[src/rtl/fp16_pkg.sv]
// Shared fp16 field positions, special encodings and the vector loader state encoding.
package fp16_pkg;

    localparam int FP16_EXP_MSB = 14;
    localparam int FP16_EXP_LSB = 10;

    localparam logic [15:0] FP16_POS_ZERO = 16'h0000;
    localparam logic [15:0] FP16_QNAN     = 16'h7E00;
    localparam logic [4:0]  FP16_EXP_MAX  = 5'h1F;

    typedef enum logic [1:0] {
        ST_FILL  = 2'd0,
        ST_DRAIN = 2'd1,
        ST_ISSUE = 2'd2,
        ST_WAIT  = 2'd3
    } state_t;

endpackage

[src/rtl/fp16_sanitize.sv]
// Combinational fp16 clean-up: -0 to +0, optional subnormal flush, canonical quiet NaN.
module fp16_sanitize
    import fp16_pkg::*;
#(
    parameter int W      = 16,
    parameter int FTZ_EN = 1
) (
    input  logic [W-1:0] din,
    output logic [W-1:0] dout
);

    logic [FP16_EXP_MSB-FP16_EXP_LSB:0] exp_f;
    logic [FP16_EXP_LSB-1:0]            mant_f;

    assign exp_f  = din[FP16_EXP_MSB:FP16_EXP_LSB];
    assign mant_f = din[FP16_EXP_LSB-1:0];

    always_comb begin
        dout = din;
        if (exp_f == FP16_EXP_MAX && mant_f != '0) begin
            dout = FP16_QNAN;
        end else if (exp_f == '0 && mant_f == '0) begin
            // both zeros collapse to +0 so downstream compares see one encoding
            dout = FP16_POS_ZERO;
        end else if (exp_f == '0 && FTZ_EN != 0) begin
            dout = FP16_POS_ZERO;
        end
    end

endmodule

[src/rtl/fp16_vec_loader.sv]
// Assembles a stream of fp16 words into an N-entry vector, pulses start, holds until done.
// Handshake: a word transfers on a rising clk edge where in_valid and in_ready are both high.
module fp16_vec_loader
    import fp16_pkg::*;
#(
    parameter int N      = 10,
    parameter int W      = 16,
    parameter int FTZ_EN = 1,
    localparam int CW    = $clog2(N + 1)
) (
    input  logic            clk,
    input  logic            rst,
    input  logic            in_valid,
    output logic            in_ready,
    input  logic [W-1:0]    in_data,
    input  logic            in_last,
    input  logic            done,
    output logic [N*W-1:0]  vec_flat,
    output logic            start,
    output logic            busy,
    output logic [CW-1:0]   vec_count,
    output logic            err_short,
    output logic            err_long,
    output logic [1:0]      state_dbg
);

    state_t         state_q, state_d;
    logic           ready_en;
    logic [W-1:0]   vec_q [N];
    logic [W-1:0]   wd    [N];
    logic [N-1:0]   we;
    logic [W-1:0]   san_data;
    logic [CW-1:0]  cnt_inc;
    logic           at_end;
    logic           accept;
    logic           fill_acc;

    fp16_sanitize #(.W(W), .FTZ_EN(FTZ_EN)) u_sanitize (
        .din  (in_data),
        .dout (san_data)
    );

    assign in_ready  = ready_en & ((state_q == ST_FILL) | (state_q == ST_DRAIN));
    assign start     = (state_q == ST_ISSUE);
    assign busy      = (state_q == ST_ISSUE) | (state_q == ST_WAIT);
    assign state_dbg = state_q;
    assign accept    = in_valid & in_ready;
    assign fill_acc  = accept & (state_q == ST_FILL);
    assign cnt_inc   = vec_count + 1'b1;
    assign at_end    = (cnt_inc == CW'(N));

    always_ff @(posedge clk or negedge rst) begin
        if (!rst) begin
            state_q <= ST_FILL;
        end else begin
            state_q <= state_d;
        end
    end

    always_comb begin
        state_d = state_q;
        case (state_q)
            ST_FILL: begin
                if (accept) begin
                    if (in_last)     state_d = ST_ISSUE;
                    else if (at_end) state_d = ST_DRAIN;
                end
            end
            ST_DRAIN: if (accept && in_last) state_d = ST_ISSUE;
            ST_ISSUE: state_d = ST_WAIT;
            ST_WAIT:  if (done) state_d = ST_FILL;
            default:  state_d = ST_FILL;
        endcase
    end

    // a short vector writes the current word and zeroes every entry above it in one edge
    always_comb begin
        for (int k = 0; k < N; k++) begin
            we[k] = 1'b0;
            wd[k] = san_data;
            if (fill_acc) begin
                if (CW'(k) == vec_count) begin
                    we[k] = 1'b1;
                end else if (in_last && CW'(k) > vec_count) begin
                    we[k] = 1'b1;
                    wd[k] = FP16_POS_ZERO;
                end
            end
        end
    end

    always_ff @(posedge clk or negedge rst) begin
        if (!rst) begin
            ready_en  <= 1'b0;
            vec_count <= '0;
            err_short <= 1'b0;
            err_long  <= 1'b0;
            for (int k = 0; k < N; k++) vec_q[k] <= '0;
        end else begin
            ready_en <= 1'b1;
            for (int k = 0; k < N; k++) begin
                if (we[k]) vec_q[k] <= wd[k];
            end
            if (fill_acc) vec_count <= cnt_inc;
            if (fill_acc && in_last && !at_end) err_short <= 1'b1;
            if (fill_acc && !in_last && at_end) err_long <= 1'b1;
            if (state_q == ST_WAIT && done) vec_count <= '0;
        end
    end

    always_comb begin
        vec_flat = '0;
        for (int k = 0; k < N; k++) vec_flat[k*W +: W] = vec_q[k];
    end

endmodule
[config.mk]
export PLATFORM = sky130hd
export DESIGN_NAME = fp16_vec_loader
export DESIGN_NICKNAME = d
export VERILOG_FILES = /design/src/rtl/fp16_pkg.sv /design/src/rtl/fp16_sanitize.sv /design/src/rtl/fp16_vec_loader.sv
export SDC_FILE = /design/constraint.sdc
export NUM_CORES = 1
export LEC_CHECK = 0
export CORE_MARGIN = 2
export CORE_UTILIZATION = 50
export CTS_BUF_LIST = sky130_fd_sc_hd__clkbuf_2 sky130_fd_sc_hd__clkbuf_4 sky130_fd_sc_hd__clkbuf_8
export DETAILED_ROUTE_END_ITERATION = 10
export DONT_BUFFER_PORTS = 1
export GPL_TIMING_DRIVEN = 0
export PLACE_DENSITY = 0.7
export SYNTH_ARGS = -nofsm -noshare
export SYNTH_HDL_FRONTEND = slang
export SYNTH_SLANG_ARGS = --single-unit
[constraint.sdc]
create_clock -name clk -period 2.2 [get_ports clk]
set_input_delay 0.55 -clock clk [delete_from_list [all_inputs] [get_ports clk]]
set_output_delay 0.55 -clock clk [all_outputs]
set_load 0.01 [all_outputs]
==> Word-level counts from Yosys, hierarchy flattened <==
Cells that the tools add are included.
{ "word_totals": {"latchBits": 0, "romBits": 0, "out_inout_bits": 171, "mem_bits_rw": 0, "reg_bits": 169, "mem_count": 0} }
{ "op_classes": {"n_reduce_logical": 27, "addsub": 1, "multipliers": 0, "eq_ne": 18, "n_bitwise": 5, "mux": 71, "order_cmp": 10, "shift": 0, "n_div": 0} }
{ "ops": {"columns": ["cell", "n"], "rows": [
  ["$mux 16", 33],
  ["$mux 1", 30],
  ["$logic_and 1x1->1", 18],
  ["$eq 3x4->1 const A", 4],
  ["$gt 3x4->1 const A", 4],
  ["$logic_not 10->1", 1],
  ["$mux 2", 5],
  ["$reduce_bool 10->1", 1],
  ["$eq 2x4->1 const A", 2],
  ["$eq 4x4->1 const A", 2],
  ["$gt 1x4->1 const A", 2],
  ["$gt 2x4->1 const A", 2],
  ["$gt 4x4->1 const A", 2],
  ["$mux 4", 2],
  ["$pmux 2 s4", 1],
  ["$eq 5x5->1 const B", 1],
  ["$logic_not 5->1", 1],
  ["$add 4x1->4 const B", 1],
  ["$eq 1x4->1 const A", 1],
  ["$eq 2x2->1 const B", 2],
  ["$eq 4x4->1 const B", 1],
  ["$logic_not 4->1", 1],
  ["$ne 2x2->1 const B", 2],
  ["$reduce_and 4->1", 1],
  ["8 further kinds", 12]
]} }

==> Longest topological paths before layout <==
Gate-level depths: netlist of the first run.
{ "depth": {"depth_word": 7, "depth_mapped": 9} }

==> Hierarchy <==
A second synthesis of the first run with hierarchy kept.
{ "unflattened": {"hier_cells": 507, "area_unflattened_um2": 6819.0} }
{ "modules_own_cells": {"columns": ["mod", "area_each_um2", "n_inst", "cells_each"], "rows": [
  ["fp16_vec_loader", 6630.1, 1, 477],
  ["fp16_sanitize", 188.9, 1, 30]
]} }

==> Least setup slack after synthesis of the first run <==
Ideal clock, no wire load.
{ "synth_timing": {"path_kind": "register -> register", "startpoint": "reg vec_count[1]", "endpoint": "reg vec_q, in the netlist vec_flat[128]", "path_stages_with_launch": 10, "synth_period_minus_slack_ns": 2.053, "slack_ns": 0.147, "arrival_time_ns": 1.969, "t_required_ns": 2.116, "setup_time_ns": 0.084, "path_cell_list": "dfrtp_1 > clkbuf_1 > inv_1 > ha_1 > nor2b_1 > mux2_2 > nand2_1 > buf_2 > nand2_1 > o21ai_0"} }
{ "synth_between": {"elab_chain_cells": 5, "word_cells_on_any_way": 9, "classes_between": "order compare (1); eq/ne (1); mux (6); reduce/logical (1)"} }
{ "synth_lines": {"columns": ["item", "line", "source"], "rows": [
  ["start: declaration", "fp16_vec_loader.sv:21", "output logic [CW-1:0] vec_count,"],
  ["start signal: assignment", "fp16_vec_loader.sv:104", "if (fill_acc) vec_count <= cnt_inc;"],
  ["$gt 4x4->1", "fp16_vec_loader.sv:84", "end else if (in_last && CW'(k) > vec_count) begin"],
  ["$logic_and 1x1->1", "fp16_vec_loader.sv:84", null],
  ["$mux 16 or $mux 1 (tied branches)", "fp16_vec_loader.sv:84", null],
  ["$mux 16 or $mux 1 (tied branches)", "fp16_vec_loader.sv:82", "if (CW'(k) == vec_count) begin"],
  ["$mux 16 or $mux 1 (tied branches)", "fp16_vec_loader.sv:81", "if (fill_acc) begin"],
  ["end signal: indexed assignment", "fp16_vec_loader.sv:102", "if (we[k]) vec_q[k] <= wd[k];"],
  ["end: declaration", "fp16_vec_loader.sv:29", "logic [W-1:0] vec_q [N];"]
]} }
Several ways; a longest one is shown, not always the timed one.
A chain may end at the register's enable or synchronous reset.

==> Worst setup path after layout of the first run <==
{ "layout_timing": {"startpoint": "reg state_q[0] (netlist: state_dbg[0])", "endpoint": "out busy"} }
{ "layout_between": {"elab_chain_cells": 2, "word_cells_on_any_way": 3, "classes_between": "eq/ne (2); bitwise (1)"} }
{ "layout_lines": {"columns": ["item", "line", "source"], "rows": [
  ["start: declaration", "fp16_vec_loader.sv:27", "state_t state_q, state_d;"],
  ["start signal: assignment", "fp16_vec_loader.sv:56", "state_q <= state_d;"],
  ["$eq 2x2->1", null, null],
  ["via start", "fp16_vec_loader.sv:19", "output logic start,"],
  ["$or 1x1->1", "fp16_vec_loader.sv:45", "assign busy = (state_q == ST_ISSUE) | (state_q == ST_WAIT);"],
  ["end: declaration", "fp16_vec_loader.sv:20", "output logic busy,"]
]} }
The timed path passes the listed nets, and every way through them passes these cells.

==> metrics.md, run 1 <==
| Metric | Value |
|---|---|
| Drt first-iter violations | 340 |
| Number of sinks on the clock net | 169 |
| Combinational Power Share | 18.1% |
| Result of the run | finished with violations |
| Most frequently used cell type in the post-synthesis netlist | dfrtp_1 |
| Unrepaired setup endpoints after global routing | true |
| Full die area | 14200 um2 |
| Wire length of the first global-routing pass | 27600 um |
| Setup violations, final | 1 |
| Yosys Warn Count | 0 |
| Fraction of power consumed by sequential logic | 54.9% |
| Initial Utilization | between 50% and 60% |
| Clk_lat worst skew | 0.46 ns |
| Worst setup SP type | flop |
| Syn Inst Count | 584 |
| Buffers & Inverters on Critical Path | 1 |
| Top cell type's share of synthesized area | between 60 and 70% |
| Post-synth EDFFs | 0 |
| Global placer's final weighted congestion | 0.925 |
| Synth Flop Type | dfrtp_1 |
| Average wire per cell in the routed design | around 23 um |
| Synth async-reset ratio | 100% |
| CP cell instances | inv_1 -> ha_1 -> or2_2 |
| Post-Place Setup Slack | -0.372 ns |
| Bufs on Longest Clock Path | 2 |
| Class of the tightest hold or removal check | input pin to asynchronous set/reset pin |
| Register-to-Register Path Depth | 8 |
| Critical path's slowest cell | dfrtp_2 |
| Total track usage | 26.0% |
| Clock power frac | 27.1% |
| Worst-Margin Slew | 1.08 ns |
| Fin Clk Skew | 0.0103 ns |
| Sequential element share of the synthesized area | 63.7% |
| Switching power share of the total | 34.5% |
| Pre-antenna DRT Iters | 7 |
| I/O pin cnt | 192 |
| Failing checks | hold timing, setup timing |
| Endpoint type of the worst setup path | output port |
| Initial antenna violation count | 0 |
| Maximum number of pins on one net before global-route repair | 170 |
| Critical Path Fanout Max | 5 |
| Max rail drop VDD | 0.590 mV |
| Mean instance size in the synthesized netlist | between 10 and 15 um2 |
| Data arrival, critical path | roughly 1.7 ns |
| Maximum clock frequency | 453 MHz |
| Number of placement rows | 42 |
| Final critical-path required period | between 2 and 2.5 ns |
| Pint | 5.11 mW |
| Final routed DRC violation total | 0 |
| Post-layout worst setup margin | -0.00976 ns |
| R2R Setup Slk | about 0.03 ns |
| Root buffer cell | clkbuf_8 |
| Leading area contributor after synthesis | dfrtp_1 |
| Die outline width | 119 um |
| Post-synth top cells | dfrtp_1 (169), nand2_1 (115), o21ai_0 (95), a22o_1 (63), buf_2 (16) |
| Total leakage power | 3.45 nW |
| Final number of max-transition violations | 0 |
| TritonCTS clock tree | done |
| Post-detail-place hpwl | 12200 um |
| Fraction of layout cells with a size suffix above 1 | 13.9% |
| Post-synth cell types | 46 |
| Mapped Area | 6640 um2 |
| Port buffer count | 0 |
| Placeable core region | 13100 um2 |
| Worst EP required | approximately 1.7 ns |
| Critical Setup Path Class | flop to output port |
| Number of routed nets with antenna violations | 0 |
| Growth of design area from synthesis to finish | 10.4% |
| Diode insertion count for antenna repair | 0 |
| Worst Hold Margin | -0.229 ns |
| Mapped Nets | ~620 |
| Switching power of the nets | ~2.7 mW |
| Number of nets in the layout | ~640 |
| Origin of the critical flop-to-flop path | state_dbg[0] |
| H-tree level count | 4 |
| Final clock period utilization by the worst path | 100% |
| Count of endpoints failing hold in the final timing report | 169 |
| Vias in the first global route | 4714 |
| Via count normalized by instance count | 6.05 |
| Clk slew on worst S/H paths | 0.09 ns |
| Total of flip-flops plus latches after synthesis | 169 |
| Reg-to-Reg End | vec_flat[19] |
| Die extent in y | 119 um |
| Family with the most delay on the worst path | flip-flops |
| Ranking of synthesized cells by area | dfrtp_1 (64%), a22o_1 (8.3%), o21ai_0 (7.2%) |
| Number of vias after detailed routing | 4806 |
| Number of clock buffers inserted by TritonCTS | 17 |
| Total power density per cell area | 1060 nW/um2 |
| Global-route congestion overflow total | 0 |
| Relative slew margins | 27.5% |
| Sum of negative setup slack | -0.00976 ns |
| Max stage delay on crit path | 0.44 ns |
| Sum of routed wire length over all layers | 18000 um |
| Max-Cap Viols | 0 |
[flip-flops by register name, indices dropped and copies added, names as in the netlist]
name and flops:
vec_count 4, err_short 1, state_dbg 2, err_long 1, vec_flat 160, ready_en 1
[cells by family after synthesis]
family | synth area share [%]
multiplexers | 1.68
AND/OR/NAND/NOR | 11.4
XOR/XNOR | 0.396
adder cells (fa/ha/maj) | 1.89
buffers and inverters | 2.62
flip-flops | 63.7
AO/OA/AOI/OAI | 18.2
other | 0.0565
[how the worst max path moves through the flow]
stage / startpoint / end / slack, ns / depth (start not counted)
after floorplan: vec_count[1] / vec_flat[128] / 0.15 / 9
after global placement: vec_count[1] / vec_flat[136] / -0.26 / 9
after detailed placement: vec_count[1] / vec_flat[133] / -0.37 / 9
after CTS: state_dbg[1] / vec_flat[14] / -0.009 / 7
after global routing: state_dbg[0] / vec_flat[19] / -0.09 / 8
final: state_dbg[0] / busy / -0.01 / 3
[per-layer routing]
layer	vias up	track usage, %	part of all wire [%]
li1	2098	-	-
met1	2426	31.5	39
met2	247	42.1	48
met3	35	11.4	11
met4	0	8.11	2.0
met5	-	0	0
[stage by stage]
step                      power, mW  util (%)  instance area, um2  hold WS, ns  instances
final                          7.79      56.0                7320       -0.229        794
after floorplan                5.17         -                6640        0.254        584
after CTS                      7.76      55.6                7270       -0.254        793
after global routing           8.21      56.0                7320       -0.260        794
after global placement         5.51      52.4                6860        0.259        760
after detailed placement       5.61      52.4                6860        0.258        760
[power groups by stage]
| stage | logic, mW | registers, mW | clock network (mW) |
|---|---|---|---|
| 6_report | 1.41 | 4.27 | 2.11 |
| 5_1_grt | 1.58 | 4.34 | 2.29 |
| 4_1_cts | 1.34 | 4.28 | 2.14 |
| 3_5_place_dp | 1.28 | 4.33 | 0 |
| 3_3_place_gp | 1.21 | 4.31 | 0 |
| 2_1_floorplan | 0.994 | 4.18 | 0 |
[worst register-to-register path, delay by kind of cell (launching register included)]
kind / cells / cell delay (ns)
adder cells (fa/ha/maj): 1 / 0.22
AND/OR/NAND/NOR: 3 / 0.55
buffers and inverters: 2 / 0.47
AO/OA/AOI/OAI: 2 / 0.31
flip-flops: 1 / 0.47
[what timing repair did]
| action | 4_1_cts | 5_1_grt |
|---|---|---|
| pin swaps | 1 | 2 |
| gates resized for setup | 14 | 14 |
| buffers inserted | 1 | 1 |
| gates cloned | 0 | 1 |
| hold endpoints to repair | 169 | 169 |
| setup endpoints to repair | 83 | 114 |
[layout make-up]
cell class,count,area (um2)
flip-flops and latches,169,4230
fillers,1103,5760
clock inverters,15,141
plain buffers,30,155
repair buffers,2,15.0
inverters,8,30.0
clock buffers,17,234
multi-input cells,377,2290
well taps,176,220
[placed cells by master, fill, tap and decap left out, types with 6 or more instances in the layout]
| master | count |
|---|---|
| a22o_1 | 63 |
| clkbuf_8 | 17 |
| a21oi_1 | 11 |
| ha_1 | 7 |
| inv_1 | 8 |
| clkbuf_1 | 9 |
| buf_2 | 16 |
| and3_1 | 6 |
| nor2_1 | 10 |
| dfrtp_1 | 165 |
| nand2_1 | 114 |
| nand3_1 | 11 |
| o21ai_0 | 94 |
| mux2_2 | 7 |
Power figures use the tool's default switching activity.
==> run 2: changes to the inputs <==
--- a/config.mk
+++ b/config.mk
@@ -14,4 +14,5 @@
 export PLACE_DENSITY = 0.7
 export SYNTH_ARGS = -nofsm -noshare
 export SYNTH_HDL_FRONTEND = slang
+export SYNTH_HIERARCHICAL = 1
 export SYNTH_SLANG_ARGS = --single-unit
==> metrics.md, run 2 <==
| Metric | Value |
|---|---|
| Routing usage on met2 | 38.9% |
| Data arrival, critical path | 1.60 ns |
| Area of all sequential standard cells | 4230 um2 |
| Post-layout worst setup margin | 0.0474 ns |
| Port buffer count | 0 |
| Highest-count cells in the layout ignoring fill and taps | dfrtp_1 (165), a22o_1 (144), nand2_1 (19), clkbuf_8 (17) |
| Final design instance area without fill | 7600 um2 |
| Total power | 9.29 mW |
| Post-Place Setup Slack | -0.201 ns |
| Number of inserted filler cells in the final layout | about 1100 |
| Most frequent standard cell in the layout excluding fill and tap cells | dfrtp_1 |
| Most frequently used cell type in the post-synthesis netlist | dfrtp_1 |
| Maximum clock frequency | 465 MHz |
| Endpoint type of the worst setup path | output port |
| Die extent in y | between 100 and 150 um |
| Final clock period utilization by the worst path | 97.8% |
| Die outline width | 121 um |
| Leading area contributor after synthesis | dfrtp_1 |
| Number of clock buffers inserted by TritonCTS | 17 |
| Root buffer cell | clkbuf_8 |
| GRT Max-Usage Layer | met2 |
| Synth async-reset ratio | 100% |
| Placed standard-cell area | a little over 7000 um2 |
| Total of flip-flops plus latches after synthesis | between 150 and 200 |
| Worst-Margin Slew | 0.831 ns |
| Post-detail-place hpwl | 12500 um |
| Setup violations, final | 0 |
| Number of vias after detailed routing | 4598 |
| Worst EP required | about 1.7 ns |
| Count of endpoints failing hold in the final timing report | 169 |
| Mean instance size in the synthesized netlist | 13.4 um2 |
| Global-route congestion overflow total | 0 |
| Fin Clk Skew | 0.0125 ns |
| Grt met3 use | 9.81% |
| Yosys Warn Count | 6 |
| Post-synth EDFFs | 0 |
| Number of nets in the layout | 561 |
| Full die area | roughly 15000 um2 |
| Bufs on Longest Clock Path | 2 |
| Syn Inst Count | 507 |
| Unrepaired setup endpoints after global routing | true |
| Sequential element share of the synthesized area | 62.0% |
| Maximum number of pins on one net before global-route repair | 170 |
| Class of the tightest hold or removal check | input pin to asynchronous set/reset pin |
| Max-Cap Viols | 0 |
| Critical Path Fanout Max | 7 |
| Ranking of synthesized cells by area | dfrtp_1 (62%), a22o_1 (18%), mux2_4 (2.2%) |
| Initial Utilization | approximately half |
| Number of flip-flops under the largest register name | 160 |
| Total power density per cell area | 1220 nW/um2 |
| Vias in the first global route | 4551 |
| Wire length of the first global-routing pass | 28000 um |
| Top cell type's share of synthesized area | 62.0% |
| Final number of max-transition violations | 0 |
| Cells after DPL | 683 |
| Mapped Nets | between 500 and 600 |
| Number of routed nets with antenna violations | 0 |
| Relative slew margins | 44.6% |
| Global placer's final weighted congestion | between 0.8 and 0.9 |
| Total track usage | around 26% |
| Area taken by multi-input logic gates | 2290 um2 |
| Via count normalized by instance count | 6.39 |
| TritonCTS clock tree | done |
| Max rail drop VDD | 0.498 mV |
| Result of the run | finished with violations |
| Worst setup SP type | flop |
| Initial antenna violation count | 0 |
| Diode insertion count for antenna repair | 0 |
| H-tree level count | 4 |
| Post-synth top cells | dfrtp_1 (169), a22o_1 (144), nand2_1 (19), buf_1 (16), buf_2 (16) |
| Sum of negative setup slack | 0 ns |
| Number of placement rows | 42 |
| Placeable core region | 13300 um2 |
| Mapped Area | between 6000 and 7000 um2 |
| Critical Setup Path Class | flop to output port |
| Failing checks | hold timing |
| Post-synth cell types | 50 |
| Synth Flop Type | dfrtp_1 |
| Final critical-path required period | 2.15 ns |
| Drt first-iter violations | roughly 320 |
| Worst Hold Margin | -0.224 ns |
| Growth of design area from synthesis to finish | 11.5% |
| Clk_lat worst skew | 0.47 ns |
| Number of standard cells in the final layout excluding fillers | 719 |
| Fraction of layout cells with a size suffix above 1 | 19.5% |
| GR Layer Usage met1 | approximately a third |
| Total leakage power | 3.69 nW |
| Number of sinks on the clock net | 169 |
| Pre-antenna DRT Iters | 4 |
| Sum of routed wire length over all layers | 18500 um |
| Final routed DRC violation total | 0 |
| Clk slew on worst S/H paths | 0.09 ns |
| I/O pin cnt | 192 |
| Final core area utilization | a little under three fifths |
| Average wire per cell in the routed design | 25.8 um |
-- run 2: cell types whose count changed after synthesis, sizes merged, moves of 3 or more --
cell | before | now
mux2 | 9 | 16
o21ai | 99 | 9
nor3b | 0 | 11
a22o | 63 | 144
clkbuf | 14 | 9
nand3 | 12 | 7
buf | 17 | 45
o21a | 3 | 0
nor3 | 5 | 2
and3 | 6 | 3
nand2 | 116 | 19
a21oi | 11 | 6
-- run 2: report_power, final --
part | switching [mW] | internal, mW | total, mW | leakage, nW
registers | 1.07 | 3.87 | 4.94 | 2.29
clock network | 1.19 | 1.39 | 2.58 | 0.233
logic | 0.846 | 0.927 | 1.77 | 1.17
total | 3.10 | 6.19 | 9.29 | 3.69
-- run 2: final timing paths --
path                              start            end  slack (ns)  cells after the start
min in group clk                   done   vec_count[3]        0.16                      1
setup / recovery           state_dbg[0]           busy        0.05                      3
hold reg to reg                err_long       err_long        0.56                      1
hold / removal                      rst    vec_flat[3]       -0.22                      0
max in group asynchronous           rst   state_dbg[0]        2.16                      0
setup reg to reg           vec_count[1]  vec_flat[136]        0.06                      8
-- run 2: kinds of logic (layout without fill, tap and decap cells) --
logic type                 count (synthesis)  after routing  share of synthesized area [%]
DFF                                      169            169                           62.0
and+or+nand+nor                           73             73                           6.35
other                                      1              1                         0.0550
xor gates and xnor gates                   3              3                          0.385
adders and majority gates                 10             10                           1.83
muxes                                     18             18                           3.49
AOI/OAI and AO/OA                        169            169                           20.9
buffers and inverters                     64            100                           5.01
-- run 2: timing repair --
item	4_1_cts	5_1_grt
resized for setup	13	9
setup endpoints to repair	48	74
pin swaps	3	3
endpoints found under the hold margin	169	169
gates cloned	0	0
setup buffers	2	6
-- run 2: layout make-up --
| class | instances | area share, % |
|---|---|---|
| Sequential cell | 169 | 55.7 |
| Clock inverter | 13 | 2.86 |
| Timing Repair Buffer | 8 | 0.790 |
| Multi-Input combinational cell | 274 | 30.1 |
| Inverter | 9 | 0.444 |
| Tap cell | 176 | 2.90 |
| Clock buffer | 19 | 3.27 |
| Buffer | 51 | 3.90 |
-- run 2: layer usage --
metal	vias up	part of all wire, %
met4	0	2.0
met5	-	0
met1	2413	42
met3	33	9.4
li1	1920	-
met2	232	47
-- run 2: critical path, stage by stage (launching register included) --
cell and delay [ns]:
dfrtp_2 0.45, inv_1 0.11, ha_1 0.26, or2_2 0.32
==> run 3: changes to the inputs <==
--- a/config.mk
+++ b/config.mk
@@ -5,6 +5,7 @@
 export SDC_FILE = /design/constraint.sdc
 export NUM_CORES = 1
 export LEC_CHECK = 0
+export ABC_AREA = 1
 export CORE_MARGIN = 2
 export CORE_UTILIZATION = 50
 export CTS_BUF_LIST = sky130_fd_sc_hd__clkbuf_2 sky130_fd_sc_hd__clkbuf_4 sky130_fd_sc_hd__clkbuf_8
@@ -12,6 +13,7 @@
 export DONT_BUFFER_PORTS = 1
 export GPL_TIMING_DRIVEN = 0
 export PLACE_DENSITY = 0.7
+export SKIP_LAST_GASP = 1
 export SYNTH_ARGS = -nofsm -noshare
 export SYNTH_HDL_FRONTEND = slang
 export SYNTH_HIERARCHICAL = 1
==> constraint.sdc (replaced) <==
create_clock -name clk -period 2 [get_ports clk]
set_input_delay 0.5 -clock clk [delete_from_list [all_inputs] [get_ports clk]]
set_output_delay 0.5 -clock clk [all_outputs]
set_load 0.01 [all_outputs]
==> metrics.md, run 3 <==
| Metric | Value |
|---|---|
| Sequential element share of the synthesized area | 60.2% |
| Data arrival, critical path | 2.29 ns |
| Post-synth top cells | dfrtp_1 (169), inv_1 (130), nand2_1 (104), o22ai_1 (90), o21ai_0 (73) |
| Unrepaired setup endpoints after global routing | true |
| Worst Hold Margin | -0.263 ns |
| TritonCTS clock tree | done |
| Syn Inst Count | 717 |
| Diode insertion count for antenna repair | 0 |
| Post-synth EDFFs | 0 |
| Worst setup SP type | flop |
| Die outline width | 123 um |
| Failing checks | hold timing |
| Global placer's final weighted congestion | 0.877 |
| Final design instance area without fill | 8220 um2 |
| Final critical-path required period | just under 2 ns |
| Number of vias after detailed routing | 5434 |
| Die extent in y | 123 um |
| Global-route congestion overflow total | 0 |
| Sum of routed wire segments on met1 | 8180 um |
| Initial antenna violation count | 0 |
| Number of standard cells in the final layout excluding fillers | 951 |
| Fin Clk Skew | 0.0113 ns |
| Top cell type's share of synthesized area | 60.2% |
| Total power density per cell area | 1520 nW/um2 |
| Placeable core region | 13800 um2 |
| Pre-antenna DRT Iters | 6 |
| Number of flip-flops under the largest register name | 160 |
| R2R Setup Slk | 0.04 ns |
| Sum of routed wire length over all layers | 20200 um |
| Critical Setup Path Class | flop to flop |
| Result of the run | finished with violations |
| Worst EP required | 2.33 ns |
| Adder-Cell Fraction of Synth Area | roughly 1.8% |
| Cells after DPL | 897 |
| Proportion of synthesized area in mux cells | 0% |
| Final routed DRC violation total | 0 |
| Yosys Warn Count | 6 |
| Worst-Margin Slew | 0.774 ns |
| Clock power frac | 18.5% |
| Number of inserted filler cells in the final layout | 1158 |
| Clk slew on worst S/H paths | 0.09 ns |
| Synth Flop Type | dfrtp_1 |
| Endpoint type of the worst setup path | flop |
| Fraction of power consumed by sequential logic | about 54% |
| Max-Cap Viols | 0 |
| Dominant combinational cell family by area after synthesis | compound AO/OA/AOI/OAI gates |
| Mean instance size in the synthesized netlist | 9.80 um2 |
| Port buffer count | 0 |
| Final core area utilization | 59.4% |
| Final clock period utilization by the worst path | between 90% and 100% |
| Leading area contributor after synthesis | dfrtp_1 |
| Clk_lat worst skew | 0.46 ns |
| Total of flip-flops plus latches after synthesis | 169 |
| Class of the tightest hold or removal check | input pin to asynchronous set/reset pin |
| Count of endpoints failing hold in the final timing report | 169 |
| Relative slew margins | 47.8% |
| Xor and xnor area share after synthesis | 0% |
| Critical Path Fanout Max | 10 |
| Full die area | 15000 um2 |
| Number of nets in the layout | 789 |
| Bufs on Longest Clock Path | 2 |
| Detailed route wirelength on metal2 | 9560 um |
| Number of clock buffers inserted by TritonCTS | 17 |
| Met3 WL post-DR | 1950 um |
| Total leakage power | 3.97 nW |
| Setup violations, final | 0 |
| Growth of design area from synthesis to finish | 16.9% |
| Switching power of the nets | ~5.2 mW |
| Vias in the first global route | 5424 |
| Share of the synthesized area in compound gates (AO/OA/AOI/OAI) | 16.0% |
| Maximum clock frequency | 511 MHz |
| Via count normalized by instance count | 5.71 |
| Initial Utilization | 50.8% |
| Maximum number of pins on one net before global-route repair | 170 |
| Placed standard-cell area | 7250 um2 |
| I/O pin cnt | 192 |
| Highest-count cells in the layout ignoring fill and taps | dfrtp_1 (166), inv_1 (127), nand2_1 (93), o22ai_1 (80), o21ai_0 (60) |
| Final number of max-transition violations | 0 |
| Combinational Power Share | 27.6% |
| Total power | 12.5 mW |
| Origin of the critical flop-to-flop path | vec_count[1] |
| Launch point of the critical path | vec_count[1] |
| Most frequent standard cell in the layout excluding fill and tap cells | dfrtp_1 |
| Max rail drop VDD | between 0.6 and 0.7 mV |
| Number of routed nets with antenna violations | 0 |
| Post-synthesis share of cell area spent on and, or, nand and nor gates | a little under an eighth |
| Switching power share of the total | about two fifths |
| Drt first-iter violations | 342 |
| Fraction of layout cells with a size suffix above 1 | 19.7% |
| Root buffer cell | clkbuf_8 |
| Number of placement rows | 43 |
| Number of sinks on the clock net | 169 |
| Most frequently used cell type in the post-synthesis netlist | dfrtp_1 |
| Mapped Nets | roughly 750 |
| Wire length of the first global-routing pass | around 30000 um |
| Mapped Area | about 7000 um2 |
| Register-to-Register Path Depth | 7 |
| Post-detail-place hpwl | around 14000 um |
| H-tree level count | 4 |
| Uppermost routed layer | met4 |
| Synth async-reset ratio | 100% |
| Average wire per cell in the routed design | 21.2 um |
| Ranking of synthesized cells by area | dfrtp_1 (60%), o22ai_1 (8.0%), inv_1 (6.9%) |
| Pint | 7.26 mW |
| Post-synth cell types | 30 |
| Total track usage | 27.0% |
==> run 3: cell count changes after synthesis, moves of 20 or more <==
cell     delta
o22ai_1    +89
nand2_1    +85
a22o_1    -144
nor2_1     +20
o21ai_0    +68
inv_1     +122
==> run 3: layout make-up <==
class,instances,area [um2],area share [%]
Buffer,37,274,3.34
Clock buffer,19,255,3.11
Clock inverter,13,118,1.43
Inverter,131,499,6.08
Multi-Input combinational cell,380,2410,29.3
Sequential cell,169,4230,51.5
Tap cell,180,225,2.74
Timing Repair Buffer,22,205,2.50
==> run 3: repair_timing <==
item	in CTS	in global routing
setup endpoints to repair	159	158
hold endpoints to repair	169	169
setup buffers	10	10
gates cloned	0	2
resized for setup	44	77
pin swaps	4	7
==> run 3: per-stage QoR <==
step	setup slack (ns)	hold WS (ns)	TNS (ns)
2_1_floorplan	0.141	0.204	0
3_3_place_gp	-0.343	0.210	-14.40
3_5_place_dp	-0.408	0.211	-22.55
4_1_cts	-0.0498	-0.301	-1.06
5_1_grt	-0.0634	-0.310	-0.871
6_report	0.0428	-0.263	0
==> run 3: per-layer routing <==
| layer | up-vias | GRT usage, % |
|---|---|---|
| li1 | 2428 | - |
| met1 | 2704 | 34.1 |
| met2 | 262 | 42.6 |
| met3 | 40 | 9.11 |
| met4 | 0 | 11.1 |
| met5 | - | 0 |
==> run 3: final timing paths <==
check | end
worst max-delay path | vec_flat[136]
worst min-delay path | vec_flat[147]
max in group asynchronous | vec_count[0]
worst min register to register | vec_flat[7]
worst max register to register | vec_flat[136]
min in group clk | vec_flat[29]
==> run 3: power groups by stage <==
stage	registers [mW]	clock network (mW)	logic [mW]
2_1_floorplan	6.33	0	2.22
3_3_place_gp	6.72	0	2.65
3_5_place_dp	6.76	0	2.83
4_1_cts	6.75	2.36	3.05
5_1_grt	6.91	2.49	3.86
6_report	6.74	2.31	3.45
==> run 3: cells by family after synthesis <==
| family | after synthesis |
|---|---|
| AO/OA/AOI/OAI | 187 |
| other | 1 |
| AND/OR/NAND/NOR | 182 |
| adder cells (fa/ha/maj) | 10 |
| flip-flops | 169 |
| buffers and inverters | 168 |
==> run 3: worst max-delay path: stages (launching register included) <==
cell     delay (ns)
dfrtp_1        0.49
buf_2          0.23
inv_1          0.14
ha_2           0.31
nand3_4        0.18
a21oi_4        0.19
buf_4          0.21
o22ai_1        0.09
